===== config.mk =====
export PLATFORM = sky130hd
export DESIGN_NAME = ecg_deriv_sq_mwi_axis
export DESIGN_NICKNAME = d
export VERILOG_FILES = /design/src/rtl/ecg_deriv_sq_mwi_axis.sv
export SDC_FILE = /design/constraint.sdc
export NUM_CORES = 2
export LEC_CHECK = 0
export ABC_AREA = 1
export ABC_CLOCK_PERIOD_IN_PS = 12900
export CORE_MARGIN = 2
export CORE_UTILIZATION = 24
export DETAILED_ROUTE_END_ITERATION = 7
export HOLD_SLACK_MARGIN = 0.02
export PLACE_DENSITY = 0.43
export SLEW_MARGIN = 20
export SYNTH_ARGS = -nofsm -noshare
export SYNTH_HDL_FRONTEND = slang
export SYNTH_SLANG_ARGS = --single-unit

===== constraint.sdc =====
create_clock -name clk -period 12.9 [get_ports clk]
set_input_delay 3.225 -clock clk [delete_from_list [all_inputs] [get_ports clk]]
set_output_delay 3.225 -clock clk [all_outputs]
set_load 0.01 [all_outputs]

===== src/rtl/ecg_deriv_sq_mwi_axis.sv =====
// ecg_deriv_sq_mwi_axis
// Pan-Tompkins feature stage: 5-point derivative, square/scale, and a
// moving-window integrator over 2^win_log2 samples. It produces a
// non-negative energy envelope for the downstream R-peak detector.
//
// Pipeline: S1 derivative -> S2 square/scale -> S3 MWI + output register.
// Every stage advances on a single global enable (output empty or taken),
// so a stalled output freezes the whole chain.
//
// Ports:
//   clk            system clock
//   rst            synchronous, active-high reset
//   s_axis_tdata   signed filtered ECG sample (inout_width bits)
//   s_axis_tvalid  upstream sample valid
//   s_axis_tready  block can accept a sample this cycle (combinational)
//   m_axis_tdata   unsigned MWI output (window sum >> win_log2)
//   m_axis_tvalid  output valid
//   m_axis_tready  downstream ready
//
// Build option: define MWI_SQ_SATURATE_EN to saturate the scaled square
// to 2^inout_width-1. Without it, the scaled square is truncated (wraps).
module ecg_deriv_sq_mwi_axis #(
  parameter int inout_width = 16,
  parameter int win_log2    = 6,
  parameter int sq_shift    = 14
) (
  input  logic                   clk,
  input  logic                   rst,
  input  logic [inout_width-1:0] s_axis_tdata,
  input  logic                   s_axis_tvalid,
  output logic                   s_axis_tready,
  output logic [inout_width-1:0] m_axis_tdata,
  output logic                   m_axis_tvalid,
  input  logic                   m_axis_tready
);

  localparam int W  = inout_width;
  localparam int DW = inout_width + 3;
  localparam int PW = 2 * inout_width;
  localparam int N  = 1 << win_log2;
  localparam int SW = inout_width + win_log2;

  // Sign-extend a sample into the derivative accumulator width.
  function automatic logic signed [DW-1:0] sext(input logic [W-1:0] v);
    return {{3{v[W-1]}}, v};
  endfunction

  // Reduce the scaled square to the output width (saturate or wrap).
  function automatic logic [W-1:0] reduce_q(input logic [PW-1:0] v);
    logic [W-1:0] r;
`ifdef MWI_SQ_SATURATE_EN
    if (|v[PW-1:W]) begin
      r = {W{1'b1}};
    end else begin
      r = v[W-1:0];
    end
`else
    r = v[W-1:0];
`endif
    return r;
  endfunction

  logic                    en_s;
  logic                    acc_s;
  logic [W-1:0]            hist_r [4];
  logic signed [DW-1:0]    dsum_s;
  logic signed [DW-1:0]    dsh_s;
  logic signed [W-1:0]     d_r;
  logic                    v1_r;
  logic signed [PW-1:0]    dx_s;
  logic signed [PW-1:0]    prod_s;
  logic [PW-1:0]           sq_s;
  logic [W-1:0]            q_r;
  logic                    v2_r;
  logic [W-1:0]            win_r [N];
  logic [win_log2-1:0]     wp_r;
  logic [SW-1:0]           sum_r;
  logic [SW-1:0]           new_sum_s;
  logic [W-1:0]            tdata_r;
  logic                    tvalid_r;

  assign en_s          = !tvalid_r || m_axis_tready;
  assign acc_s         = s_axis_tvalid && en_s;
  assign s_axis_tready = en_s;
  assign m_axis_tdata  = tdata_r;
  assign m_axis_tvalid = tvalid_r;

  // Derivative of the incoming sample against the history (floor shift).
  always_comb begin
    dsum_s = (sext(s_axis_tdata) <<< 1'b1) + sext(hist_r[0])
           - sext(hist_r[2]) - (sext(hist_r[3]) <<< 1'b1);
    dsh_s  = dsum_s >>> 2'd3;
  end

  // Square of the S1 derivative in full width, then the scaling shift.
  always_comb begin
    dx_s   = {{W{d_r[W-1]}}, d_r};
    prod_s = dx_s * dx_s;
    sq_s   = $unsigned(prod_s) >> sq_shift;
  end

  // Running sum after replacing the oldest window entry with the new one.
  // The sum always holds at least the entry being removed, so it cannot go
  // negative.
  always_comb begin
    new_sum_s = sum_r + {{win_log2{1'b0}}, q_r} - {{win_log2{1'b0}}, win_r[wp_r]};
  end

  // Pipeline, history, window and output registers; all hold while stalled.
  always_ff @(posedge clk) begin
    if (rst) begin
      for (int i = 0; i < 4; i++) begin
        hist_r[i] <= '0;
      end
      for (int i = 0; i < N; i++) begin
        win_r[i] <= '0;
      end
      d_r      <= '0;
      v1_r     <= 1'b0;
      q_r      <= '0;
      v2_r     <= 1'b0;
      wp_r     <= '0;
      sum_r    <= '0;
      tdata_r  <= '0;
      tvalid_r <= 1'b0;
    end else if (en_s) begin
      if (acc_s) begin
        hist_r[3] <= hist_r[2];
        hist_r[2] <= hist_r[1];
        hist_r[1] <= hist_r[0];
        hist_r[0] <= s_axis_tdata;
        d_r       <= dsh_s[W-1:0];
        v1_r      <= 1'b1;
      end else begin
        v1_r <= 1'b0;
      end
      v2_r <= v1_r;
      if (v1_r) begin
        q_r <= reduce_q(sq_s);
      end
      tvalid_r <= v2_r;
      if (v2_r) begin
        win_r[wp_r] <= q_r;
        sum_r       <= new_sum_s;
        wp_r        <= wp_r + {{(win_log2-1){1'b0}}, 1'b1};
        tdata_r     <= new_sum_s[SW-1:win_log2];
      end
    end
  end

endmodule


==> summary.md <==
| Metric | Value |
|---|---|
| Power Dens Cells | `185 nW/um^2` |
| Initial antenna violation count | `2` |
| Tot Pwr | `13.1 mW` |
| Status | `complete, no violations` |
| Area added between synthesis and finish | `12.4%` |
| DRT iter0 DRCs | `around 4100` |
| GRT Total Usage | `15.6%` |
| RSZ-0062 raised after global routing | `false` |
| Top_reg_cell synth | `edfxtp_1` |
| Cells on worst reg2reg path | `26` |
| Routed WL per cell | `around 20 um` |
| P_int | `7.83 mW` |
| Clk sinks | `1157` |
| DR pass1 iterations | `5` |
| Logic pwr share | `37.7%` |
| Slew Limit Fails | `0` |
| Netlist cell types | `35` |
| Final Cycle Share | `64.3%` |
| Die height | `517 um` |
| Via count | `about 47000` |
| Crit Path Class | `in2out` |
| Post_cts resized | `0` |
| Critical Path Sink | `s_axis_tready` |
| Worst vdd ir | `168 uV` |
| Worst setup EP type | `output pin` |
| Finished layout cell area | `a little over 70000 um^2` |
| Synth area leaders | `edfxtp_1 (52%), nor2_1 (10%), fa_1 (8.6%)` |
| Critical Path Most Common Cell | `clkdlybuf4s50_1` |
| Switching Fraction | `40.2%` |
| Fillers | `between 20000 and 30000` |
| Core area | `262000 um^2` |
| Clock Latency Late Sink | `790 ps` |
| Port Buf Inserts | `37` |
| Hpwl dp | `137 mm` |
| Yosys top cell area share | `51.8%` |
| Post-synth top cells | `nor2_1 (1727), edfxtp_1 (1088), nand2_1 (1061)` |
| CP cell instances | `clkdlybuf4s50_1 > nor2_1 > buf_4 > inv_1 > clkdlybuf4s50_1` |
| Maximum fanout along the worst path | `4` |
| Setup Fix Bufs, Post-CTS | `0` |
| Worst-path clk slew | `60 ps` |
| Most common cell in the synthesized netlist | `nor2_1` |
| Clk pwr share | `between 20 and 30%` |
| Hold bufs inserted after CTS | `0` |
| Share of cells above drive strength 1 | `5.20%` |
| Setup slack, reg-to-reg | `between 6000 and 7000 ps` |
| Crit path max-delay cell type | `clkdlybuf4s50_1` |
| CP startpoint kind | `input port` |
| FP Rows | `188` |
| Final Hold Vio Count | `0` |
| Hold Crit Class | `reg2reg` |
| Clock skew | `23.2 ps` |
| Reported net switching power | `5.26 mW` |
| Dominant cell type by area after synthesis | `edfxtp_1` |
| Worst setup slack after layout | `4600 ps` |
| Largest net degree at the start of global routing | `186` |
| Minimum clock period | `8300 ps` |
| Slew @ Worst Pin | `1110 ps` |
| Mean Syn Cell Area | `9.29 um^2` |
| Root Driver | `clkbuf_16` |
| GP Congestion | `0.861` |
| Yosys warnings | `0` |
| Fraction of registers with async set/reset | `0%` |
| Crit path DAT | `between 5000 and 6000 ps` |
| FMAX | `121 MHz` |
| Worst hold margin | `484 ps` |
| Clock tree buffer depth | `3` |
| Crit-path max cell delay | `520 ps` |
| DP Worst Slack | `between 4000 and 5000 ps` |
| GRT overflow | `0` |
| Final ANT Viol Nets | `0` |
| Die area | `267000 um^2` |
| Fin util | `27.1%` |
| Sequential share of power | `33.6%` |
| Initial Utilization | `about a quarter` |
| Placed cell count | `~9900` |
| Vias/cell | `4.58` |
| Post-Syn Area | `63100 um^2` |
| Post-synthesis register bit count | `1157` |
| TritonCTS Buffers | `135` |
| Leakage | `approximately 28 nW` |
| Ports | `38` |
| Cells after Synth | `around 6800` |
| Total Routed Length | `about 210 mm` |
| Layout Cells excl Fill | `10200` |
| Placed cell areas | `66700 um^2` |
| Vias in the first global route | `between 40000 and 50000` |
| CTS tree | `yes` |
| Number of flops mapped to enable cells by yosys | `1088` |
| Die width | `517 um` |
| Capturing point of the worst reg2reg path | `sum_r[16]` |
| Register area share after synthesis | `54.0%` |
| Global-route wire length before repair | `approximately 310 mm` |
| Drt drc | `0` |
| Crit path required time | `9680 ps` |
| Number of H-tree levels | `4` |
| Number of max-cap violations | `0` |
| CP startpoint | `m_axis_tready` |
| Final setup fails | `0` |
| Mapped Nets | `7204` |
| # nets final | `6983` |
| Total negative setup slack | `0 ps` |
| Rel. slew slack | `25.6%` |
-- area by class of cell --
cell class | instances | area, um^2 | area share (%)
tap | 3515 | 4400 | 6.20
clock buffer | 170 | 3600 | 5.08
antenna | 1 | 2.50 | 0.00353
inverter | 675 | 2570 | 3.63
sequential | 1157 | 34100 | 48.0
multi-input combinational | 4481 | 24600 | 34.7
clock inverter | 66 | 644 | 0.909
timing repair buffer | 119 | 1010 | 1.42
-- cells by family (layout without fill, tap and decap cells) --
family | Yosys count | in the layout | share of synthesized area (%)
AND/OR/NAND/NOR | 3082 | 3082 | 19.2
flip-flops | 1157 | 1157 | 54.0
buffers and inverters | 1152 | 1030 | 7.06
AO/OA/AOI/OAI | 979 | 979 | 8.38
adder cells (fa/ha/maj) | 394 | 394 | 11.0
XOR/XNOR | 26 | 26 | 0.361
other | 0 | 1 | 0
-- state kept, by name (all words and copies together) (netlist names), named ones only --
register / count
hist_r: 64
wp_r: 6
win_r: 1024
v1_r: 1
m_axis_tvalid: 1
sum_r: 22
d_r: 16
q_r: 16
v2_r: 1
-- layout by cell type, fill, tap and decap left out, types with 7 or more instances in the layout --
cell | Yosys | final
clkbuf_1 | 385 | 29
clkbuf_16 | 0 | 138
nor3_1 | 24 | 21
nand3_1 | 188 | 188
dfxtp_1 | 69 | 65
o21bai_1 | 8 | 8
inv_1 | 665 | 645
o22ai_1 | 264 | 264
nand2_2 | 31 | 31
nor4_1 | 8 | 7
nand4_1 | 23 | 23
clkinv_2 | 0 | 36
fa_1 | 271 | 271
clkinv_1 | 4 | 28
buf_4 | 19 | 80
bufinv_16 | 0 | 7
clkdlybuf4s50_1 | 0 | 36
a21oi_1 | 98 | 98
nand2_1 | 1061 | 1061
edfxtp_1 | 1088 | 1088
xor2_1 | 14 | 14
o21ai_0 | 596 | 596
ha_1 | 123 | 123
nor2_1 | 1727 | 1727
xnor2_1 | 12 | 12
-- how the worst min path moves through the flow --
stage          depth (start not counted)  slack, ps     start        to
6_report                               2        480      v1_r      v1_r
5_1_grt                                2        520  sum_r[0]  sum_r[0]
4_1_cts                                2        490      v1_r      v1_r
3_5_place_dp                           2        470      v1_r      v1_r
3_3_place_gp                           2        450  sum_r[0]  sum_r[0]
2_1_floorplan                          2        440  sum_r[0]  sum_r[0]
-- critical path, delay by kind of cell --
family                 cells  cell delay [ps]
buffers and inverters      4             1380
and+or+nand+nor            1              450
-- power groups by stage --
stage / Clock, mW / Combinational (mW) / Sequential [mW]
final: 3.75 / 4.94 / 4.40
after global routing: 3.96 / 5.57 / 4.42
after CTS: 3.83 / 5.02 / 4.40
after detailed placement: 0 / 4.97 / 4.48
after global placement: 0 / 4.99 / 4.48
after floorplan: 0 / 3.25 / 4.38
-- per-layer routing --
layer	track usage [%]	wire length [um]	share of wire [%]
met1	21.6	94900	45
met3	2.13	11400	5.5
met5	0	0	0
met2	25.1	97100	46
met4	4.76	6220	3.0
Note: power is estimated with default switching activity, not from simulation.
